File: config.mk
export PLATFORM = sky130hd
export DESIGN_NAME = alu_arbiter
export DESIGN_NICKNAME = d
export VERILOG_FILES = /design/src/rtl/alu_arbiter.sv
export SDC_FILE = /design/constraint.sdc
export NUM_CORES = 1
export LEC_CHECK = 0
export CORE_UTILIZATION = 38
export CTS_CLUSTER_DIAMETER = 200
export DETAILED_ROUTE_END_ITERATION = 7
export PLACE_DENSITY = 0.88
export RECOVER_POWER = 25
export SYNTH_ARGS = -nofsm -noshare
export SYNTH_HDL_FRONTEND = slang
export SYNTH_SLANG_ARGS = --single-unit
File: constraint.sdc
create_clock -name clk -period 2.2 [get_ports clk]
set_clock_uncertainty 0.05 [all_clocks]
set_input_delay 0.44 -clock clk [delete_from_list [all_inputs] [get_ports clk]]
set_output_delay 0.44 -clock clk [all_outputs]
set_load 0.05 [all_outputs]
File: src/rtl/alu_arbiter.sv
// Round-robin two-port front end for the shared ALU: grants one request at a time,
// drives registered operands, waits LAT edges, then returns alu_y to the owner port.
module alu_arbiter #(
    parameter int WIDTH = 8,
    parameter int SEL_W = 4,
    parameter int LAT   = 2
) (
    input  logic             clk,
    input  logic             rst_n,

    input  logic             r0_valid,
    output logic             r0_ready,
    input  logic [WIDTH-1:0] r0_a,
    input  logic [WIDTH-1:0] r0_b,
    input  logic [SEL_W-1:0] r0_sel,
    input  logic             r0_c_in,
    output logic             r0_rsp_valid,
    input  logic             r0_rsp_ready,
    output logic [WIDTH-1:0] r0_y,

    input  logic             r1_valid,
    output logic             r1_ready,
    input  logic [WIDTH-1:0] r1_a,
    input  logic [WIDTH-1:0] r1_b,
    input  logic [SEL_W-1:0] r1_sel,
    input  logic             r1_c_in,
    output logic             r1_rsp_valid,
    input  logic             r1_rsp_ready,
    output logic [WIDTH-1:0] r1_y,

    output logic [WIDTH-1:0] alu_a,
    output logic [WIDTH-1:0] alu_b,
    output logic [SEL_W-1:0] alu_sel,
    output logic             alu_c_in,
    input  logic [WIDTH-1:0] alu_y,

    output logic             busy
);

    localparam int CNT_W = $clog2(LAT + 1);

    typedef enum logic [1:0] {
        IDLE = 2'd0,
        EXEC = 2'd1,
        RESP = 2'd2
    } state_t;

    state_t             state_reg;
    state_t             state_next;
    logic               owner_reg;
    logic               last_reg;
    logic [CNT_W-1:0]   cnt_reg;
    logic [WIDTH-1:0]   y_q_reg;

    logic               grant_vld;
    logic               grant;
    logic               handshake;
    logic               owner_rsp_ready;

    // Arbitration is only live in IDLE; ties go to the port that did not finish last.
    always_comb begin
        grant_vld = 1'b0;
        grant     = 1'b0;
        if (state_reg == IDLE) begin
            case ({r1_valid, r0_valid})
                2'b01: begin
                    grant_vld = 1'b1;
                    grant     = 1'b0;
                end
                2'b10: begin
                    grant_vld = 1'b1;
                    grant     = 1'b1;
                end
                2'b11: begin
                    grant_vld = 1'b1;
                    grant     = ~last_reg;
                end
                default: begin
                    grant_vld = 1'b0;
                    grant     = 1'b0;
                end
            endcase
        end
    end

    // rst_n gating keeps both readies low while reset is held, even with valid requests.
    assign r0_ready        = rst_n && grant_vld && !grant;
    assign r1_ready        = rst_n && grant_vld && grant;
    assign handshake       = r0_ready || r1_ready;
    assign owner_rsp_ready = owner_reg ? r1_rsp_ready : r0_rsp_ready;

    always_ff @(posedge clk or negedge rst_n) begin
        if (!rst_n) begin
            state_reg <= IDLE;
        end else begin
            state_reg <= state_next;
        end
    end

    always_comb begin
        state_next = state_reg;
        case (state_reg)
            IDLE: if (handshake) state_next = EXEC;
            EXEC: if (cnt_reg == CNT_W'(1)) state_next = RESP;
            RESP: if (owner_rsp_ready) state_next = IDLE;
            default: state_next = IDLE;
        endcase
    end

    always_comb begin
        busy         = (state_reg != IDLE);
        r0_rsp_valid = (state_reg == RESP) && !owner_reg;
        r1_rsp_valid = (state_reg == RESP) && owner_reg;
        r0_y         = y_q_reg;
        r1_y         = y_q_reg;
    end

    // ALU operands persist after completion; only a new handshake or reset changes them.
    always_ff @(posedge clk or negedge rst_n) begin
        if (!rst_n) begin
            owner_reg <= 1'b0;
            last_reg  <= 1'b1;
            cnt_reg   <= '0;
            y_q_reg   <= '0;
            alu_a     <= '0;
            alu_b     <= '0;
            alu_sel   <= '0;
            alu_c_in  <= 1'b0;
        end else begin
            case (state_reg)
                IDLE: begin
                    if (handshake) begin
                        owner_reg <= grant;
                        cnt_reg   <= CNT_W'(LAT);
                        alu_a     <= grant ? r1_a    : r0_a;
                        alu_b     <= grant ? r1_b    : r0_b;
                        alu_sel   <= grant ? r1_sel  : r0_sel;
                        alu_c_in  <= grant ? r1_c_in : r0_c_in;
                    end
                end
                EXEC: begin
                    cnt_reg <= cnt_reg - CNT_W'(1);
                    if (cnt_reg == CNT_W'(1)) begin
                        y_q_reg <= alu_y;
                    end
                end
                RESP: begin
                    if (owner_rsp_ready) begin
                        last_reg <= owner_reg;
                    end
                end
                default: begin
                    cnt_reg <= '0;
                end
            endcase
        end
    end

endmodule

Yosys cells after proc, flatten, opt, wreduce, memory -nomap -nowiden. Cells that the tools add are included.

Output and inout port bits: 42. Input bits: 56. Bits in registers: 35. Logic and storage cells: 52.

Bitwise gates (word level): 2. Reduce and logical (&&, ||, !) cells: 16. Equal/unequal tests: 9. Mux-type cells: 15. Add/sub/neg operators: 1.

Operator list (count): 8-bit two-way mux (2); 2-bit case mux with 3 select lines (2); 2-bit two-way mux (4); 2-bit AND reduction (4); 2-bit by 1-bit equality test with 1-bit output, second input constant (3); 2-bit equality test, second input constant (3); 2-bit inequality test, second input constant (3); 1-bit logical AND (5); 1-bit two-way mux (5); 4-bit two-way mux (1); 3-bit AND reduction (1); 3-bit OR reduction (1); 1-bit zero test (2); 2-bit zero test (1); 1-bit inverter (2); 1-bit case mux with 2 select lines (1); 2-bit nonzero test (1); 2-bit by 1-bit subtractor with 2-bit output, second input constant (1); 1-bit logical OR (1).

Longest topological paths before layout.
Word-level depth: 9. Gate-level depth with buffers: 6.

Least setup slack after synthesis. No wires, ideal clock.

Path type: register to output. Start: register state_reg[0]. End: output r1_ready. Arrival time: 1.502 ns. Buffers on the path: 3. Slack: 0.208 ns. Data required time: 1.710 ns. Cell stages (with the launch flop): 6. Path through: dfrtp_1 > buf_6 > or3b_1 > buf_6 > a211oi_4 > buf_6.

Cells in the longest elaborated chain, start to end: 4.

Ends and longest elaborated chain: start: declaration (line 48) `state_t state_reg;`; start signal: assignment (line 96) `state_reg <= state_next;`; 2-bit zero test (*) (line 64) `if (state_reg == IDLE) begin`; 1-bit two-way mux (line 64); 1-bit logical AND (line 88) `assign r1_ready = rst_n && grant_vld && grant;`; 1-bit logical AND (*) (line 88); end: declaration (line 22) `output logic r1_ready,`.

Every way passes the cells marked *; elsewhere a longest branch is shown, timed or not.

Worst setup path in the final report.
Start: register state_reg[1]. End: output r0_ready.

Cells in the longest elaborated chain, start to end: 4.

Ends and longest elaborated chain: 2-bit zero test (*) (line 64); 1-bit two-way mux (line 64); 1-bit logical AND / 1-bit zero test (equally long branches) (line 87) `assign r0_ready = rst_n && grant_vld && !grant;`; 1-bit logical AND (*) (line 87); end: declaration (line 12) `output logic r0_ready,`.

Marks and branches as above.

==> run summary <==
Total area of sequential cells - 878 µm²
Number of synthesized register bits - 35
Die X-Extent - 69.2 µm
Fin. Hold Viols - 0
Initial antenna violation count - 0
Crit Path Max Fanout - 5
Post-synthesis cell area - 1720 µm²
Top post-synthesis cells by area - dfrtp_1 50%, a221o_1 12%, o21a_1 9.2%, mux2_2 6.6%, buf_6 5.2%
Clock transition at path regs - 0.07 ns
Clk root buf - clkbuf_8
Ys flop type - dfrtp_1
Startpoint types - flop
Die area - 4790 µm²
Detail Route Antenna Nets - 0
Num CTS Buffers - 5
Final Cycle Share - 97.2%
Post-synth top cells - 34 x dfrtp_1, 21 x a221o_1, 21 x o21a_1
Pin count of the biggest net entering global routing - 38
Routed vias/inst - 5.12
P&R area growth vs syn - 61.2%
Synth top area share - 49.6%
Routed len/inst - 15.3 µm
Dpl hpwl - 3230 µm
Sequential element share of the synthesized area - 51.1%
Routed wire length - 4380 µm
Crit path time final - 2.14 ns
Core ar. - 4350 µm²
Initial Util - 39.4%
Area occupied by multi-input gates - 669 µm²
Clock sink count - 35
Syn Nets - 193
Fin Setup TNS - 0 ns
Max Slew Vio Count - 0
WP data arrival - 1.65 ns
CTS tree - yes
Count leader, synth - dfrtp_1
Syn. warnings - 0
Leading area contributor after synthesis - dfrtp_1
Setup violations, final - 0
Total of max-cap violations - 0
Io pins - 98
Max_slew headroom - 39.0%
Row Count - 24
Vias in the first global route - 1,523
ANT cells - 0
Longest Clk Path Bufs - 2
H-Tree Depth - 2
Unrepaired setup endpoints after global routing - no
Critical Path End Type - primary output
Post-synth ARST share - 100%
Status - finished, final reports clean
Mapped Cells - 136
Initial DRC count - 71
EDFF count, synth - 0
DRC viols - 0
Setup CP Type - flop to primary output
Clock latency on the worst-skew pair - 0.28 ns
Worst hold path type - input port to asynchronous set/reset pin
Global-route wire length before repair - 7360 µm
GR Overflow Total - 0
Layout Cells excl Fill - 286
Fmax - 468 MHz
DIE HEIGHT - 69.2 µm
First-pass iteration count of the detailed router - 4
Finished Core Util - 63.6%
Least-Margin Pin Slew - 0.915 ns
PortBufs - 97
Leakage - 0.00115 µW
Unique masters post-synth - 25
Routability congestion estimate - 0.722
Placed insts - 275
Layout cells sized above 1 - 15.8%
Fillers - 353
GR Util All Layers - 19.0%
Power per cell area - 1620 nW/µm²
Post-Syn Area per Cell - 12.6 µm²
Max VDD drop - 0.000778 V
Via count - 1,465
CP required - 1.71 ns
Layout Nets - 290
==> metrics by stage <==
stage | hold WS [ns] | worst slack, ns | area, µm² | power [µW]
after detailed placement | 0.449 | 0.131 | 2670 | 4040
after global placement | 0.435 | 0.160 | 2670 | 4000
final | 0.405 | 0.0617 | 2770 | 4480
after CTS | 0.180 | 0.0000265 | 2750 | 4490
after global routing | 0.451 | 0.00285 | 2770 | 4720
after floorplan | 0.0944 | 0.208 | 1720 | 3220
==> worst max-delay path, cell delays in order (launching register included) <==
cell     delay [ns]
dfrtp_2        0.44
or3b_4         0.43
nor3b_4        0.32
buf_12         0.18
==> where the power goes <==
group	switching, µW	internal [µW]
Clock	217	222
Sequential	194	952
Combinational	1760	1140
Total	2170	2320
==> logic make-up after synthesis <==
group	count (synthesis)	synth area share, %
compound gates	51	25.4
fa+ha+maj	1	0.729
buf+inv	22	10.1
flops	35	51.1
mux	10	6.56
simple gates	17	6.20
==> timing repair <==
| item | CTS | global route |
|---|---|---|
| hold buffers | 0 | 0 |
| buffers inserted | 0 | 3 |
| setup endpoints to repair | 3 | 2 |
| pin swaps | 1 | 1 |
| resized for setup | 2 | 1 |
==> area by class of cell <==
cell class | count | area share (%)
repair buffers | 108 | 38.2
flip-flops and latches | 35 | 31.7
multi-input cells | 79 | 24.2
clock buffers | 7 | 2.76
well taps | 52 | 2.35
inverters | 4 | 0.542
clock inverters | 1 | 0.181
==> layer usage <==
| metal | part of all wire (%) | track usage (%) | vias up | routed length, µm |
|---|---|---|---|---|
| li1 | - | - | 695 | - |
| met1 | 44 | 24.9 | 717 | 1910 |
| met2 | 50 | 31.4 | 49 | 2180 |
| met3 | 5.7 | 4.94 | 4 | 250 |
| met4 | 0.82 | 4.76 | 0 | 36 |
| met5 | 0 | 0 | - | 0 |
==> path summary, 6_finish.rpt <==
path                              startpoint            to  slack, ns  cells after the start
worst max-delay path            state_reg[1]      r0_ready       0.06                      3
worst max register to register  state_reg[1]      alu_b[5]       0.43                      4
min in group clk                state_reg[1]  state_reg[0]       0.44                      1
max in group asynchronous              rst_n  state_reg[1]       1.07                      2
worst min register to register  state_reg[1]  state_reg[0]       0.44                      1
worst min-delay path                   rst_n      alu_b[0]       0.40                      2
==> placed cells by master, fill, tap and decap left out, types with 2 or more instances in the layout <==
cell type,instances
clkdlybuf4s50_1,91
dfrtp_1,33
o21a_1,21
a221o_1,21
buf_4,12
mux2_2,10
nor2_1,5
clkbuf_8,5
inv_1,4
o21ai_0,4
clkbuf_1,3
nand2b_1,2
nor2b_1,2
a21oi_1,2
nand2_1,2
buf_12,2
Note: power is estimated with default switching activity, not from simulation.
